--- config.mk ---
export PLATFORM = sky130hd
export DESIGN_NAME = ex_result_stage
export DESIGN_NICKNAME = d
export VERILOG_FILES = /design/src/rtl/ex_result_stage.sv
export SDC_FILE = /design/constraint.sdc
export NUM_CORES = 1
export LEC_CHECK = 0
export ABC_CLOCK_PERIOD_IN_PS = 1700
export BUFFER_PORTS_ARGS = -buffer_cell sky130_fd_sc_hd__buf_2
export CAP_MARGIN = 30
export CORE_MARGIN = 3
export CORE_UTILIZATION = 50
export DETAILED_ROUTE_END_ITERATION = 6
export PLACE_DENSITY = 0.8
export SLEW_MARGIN = 20
export SYNTH_ARGS = -nofsm -noshare
export SYNTH_HDL_FRONTEND = slang
export SYNTH_SLANG_ARGS = --single-unit
--- constraint.sdc ---
create_clock -name clk -period 1.7 [get_ports clk]
set_input_delay 0.425 -clock clk [delete_from_list [all_inputs] [get_ports clk]]
set_output_delay 0.425 -clock clk [all_outputs]
set_load 0.05 [all_outputs]
--- src/rtl/ex_result_stage.sv ---
// ex_result_stage: registered EX->MEM stage that applies RV64 word-op sign-extension and suppresses x0 writes.
// It uses a 2-entry skid buffer and exposes the head entry for operand forwarding.
module ex_result_stage #(
  parameter int XLEN    = 64,
  parameter int RADDR_W = 5
) (
  input  logic               clk,
  input  logic               rst,
  input  logic               flush,
  input  logic               in_valid,
  output logic               in_ready,
  input  logic [XLEN-1:0]    in_result,
  input  logic [RADDR_W-1:0] in_rd,
  input  logic               in_reg_write,
  input  logic               in_word_op,
  output logic               out_valid,
  input  logic               out_ready,
  output logic [XLEN-1:0]    out_result,
  output logic [RADDR_W-1:0] out_rd,
  output logic               out_reg_write,
  output logic               fwd_valid,
  output logic [RADDR_W-1:0] fwd_rd,
  output logic [XLEN-1:0]    fwd_data
);
  logic               main_valid_q, main_valid_d, skid_valid_q, skid_valid_d;
  logic [XLEN-1:0]    main_result_q, main_result_d, skid_result_q, skid_result_d;
  logic [RADDR_W-1:0] main_rd_q, main_rd_d, skid_rd_q, skid_rd_d;
  logic               main_we_q, main_we_d, skid_we_q, skid_we_d;
  logic [XLEN-1:0]    new_result;
  logic               new_we, acc, rel, load_main, load_skid, shift;
  always_comb begin
    new_result = in_word_op ? {{(XLEN-32){in_result[31]}}, in_result[31:0]} : in_result;
    new_we     = in_reg_write & (in_rd != '0);
    acc        = in_valid & in_ready;
    rel        = main_valid_q & out_ready;
    load_main  = acc & (!main_valid_q | (rel & !skid_valid_q));
    load_skid  = acc & main_valid_q & !rel;
    shift      = rel & skid_valid_q;
    main_valid_d  = flush ? 1'b0 : (load_main | shift | (main_valid_q & !rel));
    skid_valid_d  = flush ? 1'b0 : (load_skid | (skid_valid_q & !rel));
    main_result_d = shift ? skid_result_q : load_main ? new_result : main_result_q;
    main_rd_d     = shift ? skid_rd_q : load_main ? in_rd : main_rd_q;
    main_we_d     = shift ? skid_we_q : load_main ? new_we : main_we_q;
    skid_result_d = load_skid ? new_result : skid_result_q;
    skid_rd_d     = load_skid ? in_rd : skid_rd_q;
    skid_we_d     = load_skid ? new_we : skid_we_q;
  end
  always_ff @(posedge clk) begin
    if (rst) begin
      main_valid_q  <= 1'b0;
      skid_valid_q  <= 1'b0;
      main_result_q <= '0;
      main_rd_q     <= '0;
      main_we_q     <= 1'b0;
      skid_result_q <= '0;
      skid_rd_q     <= '0;
      skid_we_q     <= 1'b0;
    end else begin
      main_valid_q  <= main_valid_d;
      skid_valid_q  <= skid_valid_d;
      main_result_q <= main_result_d;
      main_rd_q     <= main_rd_d;
      main_we_q     <= main_we_d;
      skid_result_q <= skid_result_d;
      skid_rd_q     <= skid_rd_d;
      skid_we_q     <= skid_we_d;
    end
  end
  assign in_ready      = !skid_valid_q;
  assign out_valid     = main_valid_q;
  assign out_result    = main_result_q;
  assign out_rd        = main_rd_q;
  assign out_reg_write = main_we_q;
  assign fwd_valid     = main_valid_q & main_we_q;
  assign fwd_rd        = main_rd_q;
  assign fwd_data      = main_result_q;
endmodule

Yosys cells after proc, flatten, opt, wreduce, memory -nomap -nowiden
Index checks and enable logic that the tools add are counted.

storage, ports and cells
  register bits = 142
  input bits = 76
  logic and storage cells = 36

cells by class
  multiplexer cells = 7
  bitwise operators = 15
  reduce and logical (&&, ||, !) cells = 6

operator list
  kind                count
  two-way mux 64 bit  3
  AND 1 bit           11
  two-way mux 5 bit   2
  nonzero test 5 bit  1
  bitwise OR 1 bit    4
  logical NOT 1 bit   3
  two-way mux 1 bit   2
  nonzero test 2 bit  1
  OR reduction 2 bit  1

Depth between registers and ports, before layout
Gate-level depths: netlist of the first run.

  word-level depth = 6
  gate-level depth with buffers = 7
  gate-level depth less buffers = 4

Worst setup path after synthesis of the first run
Ideal clock, no wire load.

  path type = register to register
  start point = register main_valid_q (netlist: out_valid)
  end point = register skid_result_q[12]
  setup time = 132 ps
  arrival = 1636 ps
  required time = 1568 ps
  path slack = -69 ps
  cell stages (with the launch flop) = 7
  cell sequence = dfxtp_1 nor2b_1 nand3_1 buf_2 buf_1 nand2_1 a21oi_1

between the ends
  longest elaborated chain between the ends = 3
  elaborated cells on any way between the ends = 4
  those cells by class = bitwise (3); reduce/logical (1)

RTL lines
  item                    line  text
  start, declared         25    logic main_valid_q, main_valid_d, skid_valid_q, skid_valid_d;
  start signal, assigned  59    main_valid_q <= main_valid_d;
  AND 1 bit               35    rel = main_valid_q & out_ready;
  logical NOT 1 bit       37    load_skid = acc & main_valid_q & !rel;
  AND 1 bit (*)           37
  end signal, assigned    64    skid_result_q <= skid_result_d;
  end, declared           26    logic [XLEN-1:0] main_result_q, main_result_d, skid_result_q, skid_result_d;

Every way passes the cells marked *; elsewhere a longest branch is shown, timed or not.
A chain may end at the register's enable or synchronous reset.

Worst setup path after layout of the first run
  start point = register skid_valid_q
  end point = output port in_ready

between the ends
  longest elaborated chain between the ends = 1

RTL lines
  item                    line  text
  start, declared         25
  start signal, assigned  60    skid_valid_q <= skid_valid_d;
  logical NOT 1 bit       69    assign in_ready = !skid_valid_q;
  end, declared           11    output logic in_ready,

Every way passes these cells.

==> out/qor.yml, run 1 <==
ys.flop_type: "dfxtp_1"
drt_iter0_markers: 441
numPortBuffers: 217
wl_per_cell_um: 14.8
antenna_found_initial: 1
grt_max_degree: 55
placeableCoreArea_um2: 12200
synthTopCellsByCount: "nand2_1 (175), dfxtp_1 (142), a21oi_1 (107)"
rr_startpoint: "skid_valid_q"
hold_class: "in -> reg"
total_power_w: 0.00889
dpl.hpwl_um: 10600
drv_slew: 0
arrival_ps: 1230
viasPerCell: 5.33
yosysMostFrequentCell: "nand2_1"
area_delta_synth_final_pct: 23.1
synth_cell_types: 24
die-area_um2: 14000
ys_warn_count: 0
postSynthCellCount: 781
min_period_ps: 1650
fmax_mhz: 605
status: "finished clean"
grt_pass1_wl_um: 26000
cts.sinks: 142
critPathLaunch: "skid_valid_q"
hold_start: "flush"
place_congestion: 0.801
finClkSkew_ps: 6.92
cts_tree: "yes"
start_util: 0.520
vias: 5820
crit_fanout: 5
syn_avg_cell_area_um2: 8.09
wirelength_um: 16100
r2r_setup_slack_ps: 130
die_w_um: 118
finalSetupViolCount: 0
ant_nets: 0
grt_use_total: 0.224
preCtsSetupSlack_ps: -62.3
crit_type: "reg -> out"
synth_area_leaders: "dfxtp_1 (45%), nand2_1 (10%), a21oi_1 (8.5%), buf_4 (8.4%), a211oi_1 (7.8%)"
dr.pass1.iters: 5
root_buffer: "clkbuf_16"
peakVddDrop_uv: 886
synthArstFlopShare: 0
drv_cap: 0
layout.nets: 986
crit_path_end_kind: "primary output"
die-height_um: 118
min_period_over_period: 0.972
synth_edf_count: 0
tightest_slew_ps: 364
synth.top_cell.area_share: 0.450
final_cells: 1091
dp.cells: 1057
yosys_register_bits: 142
start_kind: "flip-flop"
syn_area_um2: 6320
syn_nets: 857
drive_gt1_frac: 0.302
required_ps: 1270
cts_buffers: 17
path_clk_slew_ps: 60
ys_seq_area_frac: 0.450
grt-ovfl-total: 0
relSlewSlack: 0.757
worst_slack_ps: 46.8
synth.largest_area_cell: "dfxtp_1"
ios: 218
clock_latency_ps: 410
holdWs_ps: 196
num_rows: 40
drc_errors: 0
cts.path.max_buffers: 2
grt_pass1_vias: 5261
hold_viol: 0
power_leakage_nw: 3.53
rsz0062_at_grt: "false"
p_per_area_nw_per_um2: 1140
finalSetupTns_ps: 0
htree_levels: 4
[sequential cells by signal, summed over array words and instances, names as in the netlist]
| register | flops |
|---|---|
| fwd_data | 64 |
| skid_result_q | 64 |
| fwd_rd | 5 |
| skid_rd_q | 5 |
| out_reg_write | 1 |
| out_valid | 1 |
| skid_valid_q | 1 |
| skid_we_q | 1 |
[stage by stage]
| step | area, um2 | util |
|---|---|---|
| floorplan | 6320 | - |
| detailed placement | 7170 | 0.590 |
| global placement | 7170 | 0.590 |
| finish | 7780 | 0.640 |
| global route | 7780 | 0.640 |
| CTS | 7740 | 0.636 |
[what timing repair did]
| action | CTS | global route |
|---|---|---|
| hold buffers | 0 | 0 |
| setup buffers | 0 | 1 |
| resized for setup | 0 | 2 |
| setup endpoints to repair | 0 | 2 |
[area by class of cell]
class | instances | area, um2
inverters | 1 | 3.75
fillers | 1080 | 4380
clock inverters | 5 | 55.1
multi-input cells | 503 | 2700
flip-flops and latches | 142 | 2850
repair buffers | 245 | 1460
clock buffers | 26 | 509
well taps | 168 | 210
diodes | 1 | 2.50
[worst max-delay path, cell delays in order, from the launching register on]
cell and delay [ps]:
dfxtp_1 360, inv_1 150, buf_2 310
[path summary, 6_finish.rpt]
check	end	cells past startpoint
worst max-delay path	in_ready	2
worst min-delay path	out_valid	2
worst max register to register	fwd_data[0]	5
worst min register to register	skid_result_q[4]	2
[layout by cell type (no fill, tap or decap), drive strengths merged]
master,instances
a22oi,5
o211ai,30
clkbuf,28
mux2i,30
a2111oi,1
diode,1
clkinvlp,2
dfxtp,142
or4,1
a21oi,107
o21ai,1
and2,1
bufinv,1
nand3,2
a31oi,1
inv,1
and3,1
a311oi,4
buf,243
nand2,175
nor2,71
nor2b,1
a211oi,66
clkinv,2
nand2b,6
[routing by layer]
metal	wire [um]	global-route usage	share of wire
met1	6880	0.279	0.43
met2	8050	0.375	0.50
met3	946	0.0507	0.059
met4	229	0.0920	0.014
met5	0	0	0
[report_power, final]
part           switching, W  leakage [nW]  internal, W  total (W)
clock               0.00132         0.272      0.00219    0.00352
combinational       0.00132          2.09     0.000462    0.00178
sequential         0.000105          1.16      0.00348    0.00359
[cell families after synthesis]
group,synth area share
buffers and inverters,0.128
flip-flops,0.450
AND/OR/NAND/NOR,0.158
AO/OA/AOI/OAI,0.216
multiplexers,0.0475
(Power assumes the default switching activity.)
==> run 2, diff against run 1 <==
--- a/config.mk
+++ b/config.mk
@@ -11,7 +11,7 @@
 export CORE_MARGIN = 3
 export CORE_UTILIZATION = 50
 export DETAILED_ROUTE_END_ITERATION = 6
-export PLACE_DENSITY = 0.8
+export PLACE_DENSITY = 0.88
 export SLEW_MARGIN = 20
 export SYNTH_ARGS = -nofsm -noshare
 export SYNTH_HDL_FRONTEND = slang
==> run 2 against run 1 <==
  * Global-route usage decreased by 0.56 points
  * First-iteration DRC count up 23%
  * Non-clock buffer count is 8 lower
  * Fmax rose by 0.78%
  * Cell count is 0.82% lower
  * Register-to-register slack is essentially flat
  * Via count shrank 0.53%
  * Design area fell by 0.31%
  * Wire length down 1.1%
  * Die area is the same
  * Critical path type unchanged
  * Critical path depth unchanged
  * Hold slack better by 0.97 ps
==> out/qor.yml, run 2 (synthesized netlist as in run 1, its figures left out) <==
peakVddDrop_uv: 694  # -22%
final_common_cell: "buf_2"
path_clk_slew_ps: 50  # about the same
status: "finished clean"
start_util: 0.520  # unchanged
die-height_um: 118  # unchanged
grt_max_degree: 81  # +47%
antenna_found_initial: 0  # -1
drc_errors: 0  # unchanged
numPortBuffers: 217  # unchanged
start_kind: "flip-flop"
drv_slew: 0  # unchanged
grt_pass1_wl_um: 25400  # -2.0%
power_leakage_nw: 3.51  # -0.42%
crit_type: "reg -> out"
wirelength_um: 15900  # -1.1%
cts_tree: "yes"
drive_gt1_frac: 0.300  # -0.00174
hold_viol: 0  # unchanged
p_per_area_nw_per_um2: 1180  # +3.3%
fmax_mhz: 610  # +0.78%
area_delta_synth_final_pct: 22.7
place_congestion: 0.786  # -1.9%
n_fill_cell: 1047  # -3.1%
r2r_cells: 4  # -1
relSlewSlack: 0.739  # -0.0178
min_period_over_period: 0.965  # -0.00750
finalSetupViolCount: 0  # unchanged
arrival_ps: 1220  # about the same
tightest_slew_ps: 382  # +17.6 ps
grt_pass1_vias: 5176  # -1.6%
ant_nets: 0  # unchanged
cts_buffers: 17  # unchanged
htree_levels: 4  # unchanged
worst_slack_ps: 59.6  # +12.7 ps
dpl.hpwl_um: 10400  # -1.9%
final_util: 0.638  # -0.00195
total_power_w: 0.00916  # +3.0%
finClkSkew_ps: 7.76  # +0.847 ps
crit_fanout: 5  # unchanged
placeableCoreArea_um2: 12200  # unchanged
cts.path.max_buffers: 2  # unchanged
grt_use_total: 0.219  # -0.00555
hold_class: "in -> reg"
holdWs_ps: 197  # +0.967 ps
grt-ovfl-total: 0  # unchanged
cts_hold_buf: 0  # unchanged
layout.nets: 978  # -0.81%
mostFrequentLayoutCells: "buf_2 (215), nand2_1 (175), dfxtp_1 (141)"
die-area_um2: 14000  # unchanged
diodes: 0  # -1
root_buffer: "clkbuf_16"
drt_iter0_markers: 543  # +23%
cts.sinks: 142  # unchanged
num_rows: 40  # unchanged
dr.pass1.iters: 5  # unchanged
worstHoldPathCells: 2  # unchanged
finalSetupTns_ps: 0  # unchanged
required_ps: 1270  # about the same
clock_latency_ps: 410  # about the same
viasPerCell: 5.35  # +0.29%
die_w_um: 118  # unchanged
ios: 218  # unchanged
min_period_ps: 1640  # -12.7 ps
crit_path_end_kind: "primary output"
preCtsSetupSlack_ps: -61.9  # +0.391 ps
wl_per_cell_um: 14.7  # -0.26%
vias: 5789  # -0.53%
drv_cap: 0  # unchanged
run 2: critical path, stage by stage, from the launching register on:
cell	delay (ps)
dfxtp_1	360
inv_1	140
buf_2	300
run 2: final cells by class:
| cell class | instances | area (um2) | share of cell area |
|---|---|---|---|
| Multi-Input combinational cell | 503 | 2700 | 0.348 |
| Clock buffer | 21 | 470 | 0.0607 |
| Inverter | 1 | 3.75 | 0.000484 |
| Timing Repair Buffer | 237 | 1390 | 0.179 |
| Clock inverter | 10 | 138 | 0.0177 |
| Sequential cell | 142 | 2840 | 0.367 |
| Tap cell | 168 | 210 | 0.0271 |
run 2: metal layers:
layer	part of all wire	track usage	vias up
met1	0.42	0.274	2696
met5	0	0	-
met3	0.062	0.0416	22
met4	0.016	0.0905	0
li1	-	-	2853
met2	0.50	0.369	218
run 2: final timing paths:
path | start | end | slack (ps)
setup reg to reg | out_valid | fwd_data[11] | 120
hold reg to reg | skid_result_q[12] | skid_result_q[12] | 450
hold / removal | flush | out_valid | 200
setup / recovery | skid_valid_q | in_ready | 60
run 2: where the power goes:
group / total, W / internal (W) / switching (W)
clock network: 0.00378 / 0.00241 / 0.00137
logic: 0.00178 / 0.000460 / 0.00132
registers: 0.00359 / 0.00348 / 0.000112
total: 0.00916 / 0.00636 / 0.00280
run 2: repair_timing:
action / CTS / global route
setup endpoints to repair: 0 / 8
buffers inserted: 0 / 0
resized for setup: 0 / 2
hold endpoints to repair: 0 / 0
run 2: per-stage QoR:
| step | instances | cell area, um2 |
|---|---|---|
| global route | 1082 | 7750 |
| finish | 1082 | 7750 |
| CTS | 1082 | 7750 |
| global placement | 1051 | 7140 |
| floorplan | 781 | 6320 |
| detailed placement | 1051 | 7140 |
